[src/rtl/spi_m_gen.sv]
// SPI master: configurable width, mode, bit order, SCLK divider and chip selects,
// with CS setup/hold timing and optional CS-keep for back-to-back bursts.
module spi_m_gen #(
  parameter int unsigned DATA_W    = 32,
  parameter int unsigned DIV_HALF  = 2,
  parameter int unsigned CPOL      = 0,
  parameter int unsigned CPHA      = 0,
  parameter int unsigned MSB_FIRST = 1,
  parameter int unsigned N_CS      = 1,
  parameter int unsigned CS_SETUP  = 2,
  parameter int unsigned CS_HOLD   = 2,
  localparam int unsigned CS_W     = (N_CS > 1) ? $clog2(N_CS) : 1
) (
  input  logic              clk,
  input  logic              rst_n,
  input  logic              start,
  input  logic [CS_W-1:0]   cs_sel,
  input  logic              cs_keep,
  input  logic [DATA_W-1:0] writ_data,
  output logic [DATA_W-1:0] read_data,
  output logic              rd_valid,
  output logic              rdy,
  output logic              sclk,
  output logic              mosi,
  input  logic              miso,
  output logic [N_CS-1:0]   cs_n
);

  localparam int unsigned HP_W    = $clog2(2 * DATA_W);
  localparam int unsigned DIV_W   = (DIV_HALF > 1) ? $clog2(DIV_HALF) : 1;
  localparam int unsigned TMR_MAX = (CS_SETUP > CS_HOLD) ? CS_SETUP : CS_HOLD;
  localparam int unsigned TMR_W   = (TMR_MAX > 1) ? $clog2(TMR_MAX) : 1;

  localparam logic [DIV_W-1:0] DIV_LAST  = DIV_W'(DIV_HALF - 1);
  localparam logic [HP_W-1:0]  HP_LAST   = HP_W'(2 * DATA_W - 1);
  localparam logic [TMR_W-1:0] SETUP_LD  = TMR_W'(CS_SETUP - 1);
  localparam logic [TMR_W-1:0] HOLD_LD   = TMR_W'(CS_HOLD - 1);
  localparam logic [CS_W:0]    N_CS_L    = (CS_W + 1)'(N_CS);
  localparam logic             SCLK_IDLE = (CPOL != 0);
  localparam logic             SAMPLE_LEAD = (CPHA == 0);

  typedef enum logic [2:0] {
    IDLE,
    SETUP,
    SHIFT,
    HOLD,
    GAP
  } state_t;

  state_t             state_q, state_d;
  logic [DATA_W-1:0]  tx_q, tx_d;
  logic [DATA_W-1:0]  rx_q, rx_d;
  logic [DATA_W-1:0]  read_data_q, read_data_d;
  logic               rd_valid_q, rd_valid_d;
  logic               sclk_q, sclk_d;
  logic               mosi_q, mosi_d;
  logic [N_CS-1:0]    cs_n_q, cs_n_d;
  logic [CS_W-1:0]    sel_q, sel_d;
  logic               keep_q, keep_d;
  logic [DIV_W-1:0]   div_q, div_d;
  logic [HP_W-1:0]    hp_q, hp_d;
  logic [TMR_W-1:0]   tmr_q, tmr_d;
  logic               miso_s1_q, miso_s1_d;
  logic               miso_s2_q, miso_s2_d;
  logic               leading;

  function automatic logic first_bit(input logic [DATA_W-1:0] w);
    return (MSB_FIRST != 0) ? w[DATA_W-1] : w[0];
  endfunction

  function automatic logic [DATA_W-1:0] shift_tx(input logic [DATA_W-1:0] w);
    return (MSB_FIRST != 0) ? {w[DATA_W-2:0], 1'b0} : {1'b0, w[DATA_W-1:1]};
  endfunction

  function automatic logic [DATA_W-1:0] shift_rx(input logic [DATA_W-1:0] w,
                                                 input logic b);
    return (MSB_FIRST != 0) ? {w[DATA_W-2:0], b} : {b, w[DATA_W-1:1]};
  endfunction

  function automatic logic [N_CS-1:0] cs_decode(input logic [CS_W-1:0] sel);
    logic [N_CS-1:0] v;
    v = '1;
    for (int unsigned i = 0; i < N_CS; i++) begin
      if (sel == CS_W'(i)) v[i] = 1'b0;
    end
    return v;
  endfunction

  always_comb begin
    state_d     = state_q;
    tx_d        = tx_q;
    rx_d        = rx_q;
    read_data_d = read_data_q;
    rd_valid_d  = 1'b0;
    sclk_d      = sclk_q;
    mosi_d      = mosi_q;
    cs_n_d      = cs_n_q;
    sel_d       = sel_q;
    keep_d      = keep_q;
    div_d       = div_q;
    hp_d        = hp_q;
    tmr_d       = tmr_q;
    miso_s1_d   = miso;
    miso_s2_d   = miso_s1_q;
    leading     = ~hp_q[0];

    case (state_q)
      IDLE: begin
        if (start && ({1'b0, cs_sel} < N_CS_L)) begin
          sel_d  = cs_sel;
          keep_d = cs_keep;
          if (CPHA == 0) begin
            mosi_d = first_bit(writ_data);
            tx_d   = shift_tx(writ_data);
          end else begin
            tx_d = writ_data;
          end
          // A CS still held from a kept burst either continues directly or
          // must be released for one cycle before another CS is selected.
          if (cs_n_q == '1) begin
            state_d = SETUP;
            tmr_d   = SETUP_LD;
            cs_n_d  = cs_decode(cs_sel);
          end else if (cs_n_q == cs_decode(cs_sel)) begin
            state_d = SHIFT;
            div_d   = '0;
            hp_d    = '0;
          end else begin
            state_d = GAP;
            cs_n_d  = '1;
          end
        end
      end

      GAP: begin
        state_d = SETUP;
        tmr_d   = SETUP_LD;
        cs_n_d  = cs_decode(sel_q);
      end

      SETUP: begin
        if (tmr_q == '0) begin
          state_d = SHIFT;
          div_d   = '0;
          hp_d    = '0;
        end else begin
          tmr_d = tmr_q - 1'b1;
        end
      end

      SHIFT: begin
        if (div_q == DIV_LAST) begin
          div_d  = '0;
          sclk_d = ~sclk_q;
          hp_d   = hp_q + 1'b1;
          if (leading == SAMPLE_LEAD) begin
            rx_d = shift_rx(rx_q, miso_s2_q);
          end else if ((CPHA != 0) || (hp_q != HP_LAST)) begin
            // CPHA=0 keeps the last bit on mosi through HOLD
            mosi_d = first_bit(tx_q);
            tx_d   = shift_tx(tx_q);
          end
          if (hp_q == HP_LAST) begin
            state_d = HOLD;
            tmr_d   = HOLD_LD;
          end
        end else begin
          div_d = div_q + 1'b1;
        end
      end

      HOLD: begin
        if (tmr_q == '0) begin
          state_d     = IDLE;
          rd_valid_d  = 1'b1;
          read_data_d = rx_q;
          if (!keep_q) cs_n_d = '1;
        end else begin
          tmr_d = tmr_q - 1'b1;
        end
      end

      default: begin
        state_d = IDLE;
        cs_n_d  = '1;
        sclk_d  = SCLK_IDLE;
      end
    endcase
  end

  always_ff @(posedge clk or negedge rst_n) begin
    if (!rst_n) begin
      state_q     <= IDLE;
      tx_q        <= '0;
      rx_q        <= '0;
      read_data_q <= '0;
      rd_valid_q  <= 1'b0;
      sclk_q      <= SCLK_IDLE;
      mosi_q      <= 1'b0;
      cs_n_q      <= '1;
      sel_q       <= '0;
      keep_q      <= 1'b0;
      div_q       <= '0;
      hp_q        <= '0;
      tmr_q       <= '0;
      miso_s1_q   <= 1'b0;
      miso_s2_q   <= 1'b0;
    end else begin
      state_q     <= state_d;
      tx_q        <= tx_d;
      rx_q        <= rx_d;
      read_data_q <= read_data_d;
      rd_valid_q  <= rd_valid_d;
      sclk_q      <= sclk_d;
      mosi_q      <= mosi_d;
      cs_n_q      <= cs_n_d;
      sel_q       <= sel_d;
      keep_q      <= keep_d;
      div_q       <= div_d;
      hp_q        <= hp_d;
      tmr_q       <= tmr_d;
      miso_s1_q   <= miso_s1_d;
      miso_s2_q   <= miso_s2_d;
    end
  end

  assign read_data = read_data_q;
  assign rd_valid  = rd_valid_q;
  assign rdy       = (state_q == IDLE);
  assign sclk      = sclk_q;
  assign mosi      = mosi_q;
  assign cs_n      = cs_n_q;

endmodule
[config.mk]
export PLATFORM = sky130hd
export DESIGN_NAME = spi_m_gen
export DESIGN_NICKNAME = d
export VERILOG_FILES = /design/src/rtl/spi_m_gen.sv
export SDC_FILE = /design/constraint.sdc
export NUM_CORES = 1
export LEC_CHECK = 0
export ABC_AREA = 1
export CAP_MARGIN = 15
export CORE_MARGIN = 2
export CORE_UTILIZATION = 58
export DETAILED_ROUTE_END_ITERATION = 8
export PLACE_DENSITY = 0.87
export SYNTH_ARGS = -nofsm -noshare
export SYNTH_HDL_FRONTEND = slang
export SYNTH_SLANG_ARGS = --single-unit
export TNS_END_PERCENT = 10
[constraint.sdc]
create_clock -name clk -period 3.75 [get_ports clk]
set_input_delay 0.5625 -clock clk [delete_from_list [all_inputs] [get_ports clk]]
set_output_delay 0.5625 -clock clk [all_outputs]
set_load 0.02 [all_outputs]
Word-level counts from Yosys, hierarchy flattened
Index checks and enable logic that the tools add are counted.

word-level totals
  bits in registers = 115
  bits of input ports = 38

cells by class
  $lt $le $gt $ge = 1
  reduce and logical (&&, ||, !) cells = 18
  mux-type cells = 51
  bitwise logic cells = 5
  add/sub/neg operators = 3
  eq/ne operators = 18

operators by type and width
  cell                                                                   count
  32-bit two-way mux                                                     4
  32-bit case mux with 2 select lines                                    1
  6-bit two-way mux                                                      5
  1-bit two-way mux                                                      27
  3-bit two-way mux                                                      7
  5-bit AND reduction                                                    4
  6-bit case mux with 3 select lines                                     1
  2-bit != test, second input constant                                   8
  3-bit case mux with 5 select lines                                     1
  1-bit case mux with 4 select lines                                     2
  6-bit by 1-bit adder with 6-bit output, second input constant          1
  3-bit by 2-bit equality test with 1-bit output, second input constant  2
  6-bit equality test, second input constant                             1
  2-bit by 1-bit != test with 1-bit output, second input constant        3
  6-bit != test, second input constant                                   1
  2-bit AND reduction                                                    3
  6-bit AND reduction                                                    1
  1-bit inverter                                                         5
  1-bit case mux with 2 select lines                                     2
  4-bit AND reduction                                                    1
  4-bit nonzero test                                                     1
  2-bit OR reduction                                                     2
  4-bit OR reduction                                                     1
  3-bit by 1-bit equality test with 1-bit output, second input constant  1
  11 further kinds                                                       11

Logic depth before layout (Yosys ltp)
Gate-level depths: netlist of run 1.

  depth after elaboration = 9
  mapped depth = 10
  gate-level depth less buffers = 9

Worst setup path before layout of run 1
No wires, ideal clock.

  kind = reg2reg
  start = reg cs_n_q, in the netlist cs_n
  end = reg hp_q[0]
  cell stages (with the launch flop) = 9
  setup slack = 2178 ps
  arrival = 1443 ps
  period minus slack after synthesis = 1572 ps
  path buffers = 0
  required time = 3622 ps
  cells stage by stage = dfstp_2 inv_1 ha_1 nor2_1 nand2_1 nand2_1 nand4_1 nand2_1 nand2_1

on the way
  word-level cells in the longest chain between the ends = 3
  elaborated cells between the ends (all ways) = 4
  those cells by class = eq/ne: 3; reduce/logical: 1

RTL lines
  what                                                       line  text
  start, declared                                            57    logic [N_CS-1:0] cs_n_q, cs_n_d;
  start signal, assigned                                     216   cs_n_q <= cs_n_d;
  1-bit equality test                                        124   end else if (cs_n_q == cs_decode(cs_sel)) begin
  2-bit by 1-bit != test with 1-bit output (no source line)  --
  6-bit AND reduction (no source line) (*)                   --
  end signal, assigned                                       220   hp_q <= hp_d;
  end, declared                                              61    logic [HP_W-1:0] hp_q, hp_d;

Every way passes the cells marked *; elsewhere a longest branch is shown, timed or not.
A chain may end at the register's enable or synchronous reset.

Worst setup path in the final report of run 1
  start = reg state_q[2]
  end = reg tx_q[31]

on the way
  word-level cells in the longest chain between the ends = 3
  elaborated cells between the ends (all ways) = 9
  those cells by class = eq/ne: 5; mux: 1; reduce/logical: 3

RTL lines
  what                                                                                 line  text
  start, declared                                                                      50    state_t state_q, state_d;
  start signal, assigned                                                               209   state_q <= state_d;
  3-bit by 2-bit equality test with 1-bit output or 3-bit logical NOT (tied branches)  107   case (state_q)
  2-bit != test (no source line) (tied with other cells)                               --
  5-bit AND reduction (no source line)                                                 --
  end signal, assigned                                                                 210   tx_q <= tx_d;
  end, declared                                                                        51    logic [DATA_W-1:0] tx_q, tx_d;

Parallel ways exist; a longest one is shown, timed or not.

==> impl_metrics.toml, run 1 <==
[clock_tree]
cts_max_path_buffers = 2
cts_resized = 0
clk_latency_ns = 0.51
h-tree-depth = 4
numCtsBuffers = 17
cts_tree = "done"
cts_root_buffer = "clkbuf_8"
postCtsSetupBuffers = 0
clock_sinks = 114
clk_pin_slew_worst_paths_ns = 0.06
hold_buffers = 0

[worst_setup_path]
crit_chain = "nor2_4, nand2_4, inv_4, nand2_1, nand2_2, nand2_4, nand2_1, nand2_1"
cp-startpoint = "state_q[2]"
cpMostUsedCell = "nand2_1"
cp.arrival_ns = 3.03
endpoint_kind = "flip-flop"
critPathMaxStageDelay_ns = 0.48
required_ns = 4.13
reg2regPathDepth = 8
setup.worst_path.start_class = "flip-flop"
cp_max_fo = 40
r2r_slack_ns = 1.10
critPathKind = "reg -> reg"
crit_end = "tx_q[31]"
timing.rr.start = "state_q[2]"
regToRegEndpoint = "tx_q[31]"
slowest_stage = "dfrtp_1"

[power]
vdd_ir_drop_max_mv = 0.388
p_per_area_nw_per_um2 = 779
finalPower_mw = 5.01
leakagePower_nw = 3.16

[sta]
tightest_slew_ns = 1.08
fin_setup_tns_ns = 0
final.setup_skew_ns = 0.0125
finalWorstSetupSlack_ns = 1.10
min_period_over_period_pct = 70.7
slew_headroom_pct = 28.1
setup-violations-final = 0
layout_min_cycle_time_ns = 2.65
fmax_mhz = 377
rsz0062_at_grt = "no"
finalHoldViolCount = 0
slew_viol_final = 0

[detailed_routing]
first_iter_violations = 198
wl_met1_um = 4750
wl_met2_um = 5280
drt_first_pass_iters = 6
final_antenna_net_count = 0
drcViolationCount = 0
routed_via_density = 5.15
wire_per_inst_um = 13.3
top_layer_used = "met4"
drt-total-wl_um = 10800
wl_met3_um = 705
num_vias = 4188

[grt]
grt_pass1_wl_um = 18900
grt_max_degree = 66
first_global_vias = 4179
grt_overflow_total = 0
antenna_found_initial = 0
track_usage_pct = 24.3

[placed_design]
dp_hpwl_um = 6740
place_congestion = 0.888
portBuffers = 74
place_ws_ns = 1.16

[synth]
ys_seq_elements = 114
synth_area_per_cell_um2 = 8.18
yosysUniqueCellTypes = 28
yosysTopAreaCell = "dfrtp_1"
synth_top_area_share_pct = 55.2
synth_area_leaders = "dfrtp_1 (55%), nand2_1 (20%), nand3_1 (4.1%)"
postSynthCellCount = 626
syn_area_um2 = 5120
syn_nets = 668
yosys_warnings = 0
yosysSeqAreaShare_pct = 55.7

[floorplan]
dieArea_um2 = 9600
io_pins = 75
initial_core_util_pct = 59.3
coreArea_um2 = 8640
row_count = 34
die_y_um = 98.0
fp.dieW_um = 98.0

[final_layout]
drive_above_1_share_pct = 7.23
area_growth_pct = 25.7
antenna_cells = 0
nNetsFinal = 734

[status]
status = "finished, final reports clean"

[job]
max_cap_violations = 0

[hold_path]
min-delay-path-class = "in -> async"
## critical path: cells and delay by family, from the launching register on
family	cells	cell delay, ns
flops	1	0.48
buf+inv	1	0.40
simple gates	7	1.62
## power breakdown
part	total [mW]	switching, mW	internal [mW]
clock	1.64	0.580	1.06
sequential	1.70	0.185	1.52
combinational	1.67	1.15	0.525
total	5.01	1.91	3.10
## kinds of logic after synthesis
| kind of cell | after synthesis | share of synthesized area [%] |
|---|---|---|
| AND/OR/NAND/NOR | 354 | 28.2 |
| flip-flops | 114 | 55.7 |
| buffers and inverters | 82 | 7.79 |
| AO/OA/AOI/OAI | 70 | 6.91 |
| adder cells (fa/ha/maj) | 4 | 0.977 |
| XOR/XNOR | 2 | 0.342 |
## cell type report
| class | count | area (µm²) |
|---|---|---|
| tap | 108 | 135 |
| clock buffer | 19 | 442 |
| timing repair buffer | 76 | 766 |
| clock inverter | 13 | 170 |
| multi-input combinational | 430 | 1870 |
| sequential | 114 | 2850 |
| fill | 610 | 2200 |
| inverter | 53 | 201 |
## worst min path at each step
stage                            to  cells after the start  slack (ns)       from
after global placement    miso_s2_q                      0        0.34  miso_s1_q
after global routing         keep_q                      1        0.14      rst_n
final                         sel_q                      1        0.09      rst_n
after detailed placement  miso_s2_q                      0        0.35  miso_s1_q
after floorplan               div_q                      0        0.27      rst_n
after CTS                     sel_q                      1        0.11      rst_n
## stage by stage
stage                     instances  cell area (µm²)  hold slack [ns]  util [%]
after global routing            813             6440            0.137      74.6
after floorplan                 626             5120            0.267         -
after CTS                       813             6440            0.106      74.6
after detailed placement        781             5830            0.353      67.5
after global placement          781             5830            0.338      67.5
final                           813             6440           0.0886      74.6
## cells in the final DEF, fill, tap and decap left out, drive strengths merged, types with 4 or more instances in the layout
| master | n |
|---|---|
| nand2 | 282 |
| dfrtp | 113 |
| clkdlybuf4s50 | 73 |
| o21ai | 64 |
| inv | 58 |
| nand3 | 43 |
| nor2 | 23 |
| clkbuf | 19 |
| a21oi | 6 |
| ha | 4 |
## state kept, by name, summed over array words and instances, names as in the netlist
register and count:
read_data 32, rx_q 32, tx_q 31, hp_q 6, state_q 3, cs_n 1
div_q 1, keep_q 1, miso_s1_q 1, miso_s2_q 1, mosi 1, rd_valid 1
sclk 1, sel_q 1, tmr_q 1
## layer usage
| layer | track usage (%) | vias up |
|---|---|---|
| met5 | 0 | - |
| met4 | 7.16 | 0 |
| met3 | 7.59 | 12 |
| met2 | 39.1 | 133 |
| met1 | 31.9 | 1961 |
| li1 | - | 2082 |
## synthesized netlist by cell type
library cell  count
nand3b_1          1
inv_4             1
buf_6             3
nor2_1           19
nand3_1          42
nor2_2            2
o21ai_1          27
a21oi_1           5
nand2_1         277
buf_2            10
dfrtp_1         113
nor3b_1           1
nand2_2           3
inv_1            50
ha_1              4
dfstp_2           1
xor2_1            2
nand3_2           1
clkbuf_1          1
inv_2             2
o21ai_0          37
nand4_1           3
buf_4            14
nor2_4            2
nor3_1            1
a21oi_2           1
nand2_4           2
clkbuf_2          1
(Power assumes the default switching activity.)
==> run 2: changes to the inputs <==
Settings changed: CORE_UTILIZATION 58 to 49, PLACE_DENSITY 0.87 to 0.79.
Clock period 3.75 ns to 2.2 ns, I/O delays scaled along.
==> run 2 against run 1 <==
Clock-buffer cell count fell by 1. Die area rose by 18%. Core utilization fell by 11 points. Clock power rose by 60%. Register-to-register slack got worse by 0.75 ns. Global-route usage fell by 3.8 points. Non-clock buffer count rose by 9. Sequential power rose by 70%. Clock skew fell by 0.0048 ns. Power rose by 69%. Largest cell class unchanged. Largest power group is now combinational cells.
==> impl_metrics.toml, run 2 (synthesis results as in run 1) <==
[worst_setup_path]
critPathKind = "reg -> out"
slowest_stage = "dfrtp_1"
cp_max_fo = 7
crit_chain = "inv_2, nand2_2, nor2_2, clkdlybuf4s15_1"
cp.arrival_ns = 1.71
required_ns = 1.87
critPathMaxStageDelay_ns = 0.46
endpoint_kind = "primary output"
critPathBufInv = 2
crit_family = "buffers and inverters"
setup.worst_path.start_class = "flip-flop"

[final_layout]
final_cell_mix = "nand2_1 (276), dfrtp_1 (113), clkdlybuf4s50_1 (72)"
utilization_pct = 63.8
nNetsFinal = 743
antenna_cells = 0
drive_above_1_share_pct = 8.12
area_growth_pct = 27.5
layout_commonest_cell = "nand2_1"

[detailed_routing]
final_antenna_net_count = 0
drt_first_pass_iters = 5
first_iter_violations = 224
wire_per_inst_um = 12.7
routed_via_density = 4.89
num_vias = 4155
drt-total-wl_um = 10800
drcViolationCount = 0

[sta]
setup-violations-final = 0
fmax_mhz = 489
layout_min_cycle_time_ns = 2.04
fin_setup_tns_ns = 0
final.setup_skew_ns = 0.00768
tightest_slew_ns = 0.396
rsz0062_at_grt = "no"
slew_headroom_pct = 73.6
slew_viol_final = 0
min_period_over_period_pct = 92.9
finalHoldViolCount = 0

[clock_tree]
clk_pin_slew_worst_paths_ns = 0.06
clk_latency_ns = 0.50
clock_sinks = 114
cts_max_path_buffers = 2
cts_root_buffer = "clkbuf_8"
h-tree-depth = 4
cts_tree = "done"
numCtsBuffers = 17

[job]
max_cap_violations = 0

[grt]
first_global_vias = 4060
track_usage_pct = 20.5
antenna_found_initial = 0
grt_pass1_wl_um = 18400
grt_max_degree = 66
grt_overflow_total = 0

[power]
vdd_ir_drop_max_mv = 0.634
pwr-share-seq_pct = 34.1
p_per_area_nw_per_um2 = 1300
clockPowerShare_pct = 31.0
p_int_mw = 5.22
sw_frac_of_total_pct = 38.5
p_comb_share_pct = 34.9
p_sw_mw = 3.26
leakagePower_nw = 3.19

[floorplan]
die_y_um = 106
fp.dieW_um = 106
coreArea_um2 = 10200
initial_core_util_pct = 50.1
row_count = 37
io_pins = 75
dieArea_um2 = 11300

[status]
status = "finished, final reports clean"

[placed_design]
dp_hpwl_um = 6800
portBuffers = 74
place_congestion = 0.831

[hold_path]
min-delay-path-class = "in -> reg"
run 2: cell types whose count changed in the layout (fill, tap and decap cells not counted):
cell             before  now
buf_4                 2    8
buf_12                1    3
clkbuf_8              3    1
clkinvlp_4            3    5
bufinv_16             3    2
clkbuf_1              0    1
clkdlybuf4s15_1       0    1
clkdlybuf4s50_1      73   72
clkinv_4              1    2
dlygate4sd3_1         0    1
inv_6                 5    4
run 2: worst register-to-register path, stage by stage (launching register included):
cell,delay (ns)
dfrtp_1,0.48
nor2_4,0.19
nand2_4,0.19
inv_4,0.13
buf_4,0.33
o21ai_1,0.21
nand2_1,0.14
nand2_1,0.07
nand2_1,0.06
run 2: worst paths after layout:
path                       slack (ns)        from         end  cells after the start
max in group asynchronous        1.18       rst_n    tx_q[30]                      3
min in group asynchronous        0.29       rst_n      keep_q                      2
max reg2reg                      0.35  state_q[2]  state_q[0]                      8
min                              0.27        miso   miso_s1_q                      1
min reg2reg                      0.35   miso_s1_q   miso_s2_q                      0
max                              0.16  state_q[1]         rdy                      4
run 2: area by class of cell:
cell class | count | area [µm²]
well taps | 136 | 170
inverters | 53 | 201
multi-input cells | 430 | 1870
flip-flops and latches | 114 | 2850
fillers | 842 | 3700
clock inverters | 14 | 155
repair buffers | 85 | 861
clock buffers | 18 | 418
run 2: power groups by stage:
stage               sequential, mW  clock [mW]  combinational (mW)
floorplan                     2.94           0                2.27
global placement              2.89           0                2.88
detailed placement            2.91           0                2.95
CTS                           2.89        2.67                2.98
global route                  2.94        2.77                3.37
finish                        2.89        2.63                2.96
run 2: timing repair:
item,in CTS,in global routing
buffers inserted,0,0
endpoints found under the setup margin,1,1
resized for setup,1,1
hold buffers,1,0
hold endpoints to repair,26,0
run 2: stage by stage:
stage	setup slack, ns	hold WS (ns)	instances	power (mW)	area (µm²)
2_1_floorplan	0.628	0.0344	626	5.21	5120
3_3_place_gp	0.257	0.268	817	5.77	5950
3_5_place_dp	0.151	0.272	817	5.86	5950
4_1_cts	0.107	0.252	850	8.54	6530
5_1_grt	0.0168	0.261	850	9.08	6530
6_report	0.157	0.273	850	8.48	6530
run 2: metal layers:
| metal | global-route usage (%) | routed length [µm] | share of wire (%) | up-vias |
|---|---|---|---|---|
| met5 | 0 | 0 | 0 | - |
| met2 | 32.3 | 5260 | 49 | 93 |
| met1 | 26.9 | 4880 | 45 | 1950 |
| li1 | - | - | - | 2098 |
| met4 | 7.42 | 146 | 1.4 | 0 |
| met3 | 6.01 | 515 | 4.8 | 14 |
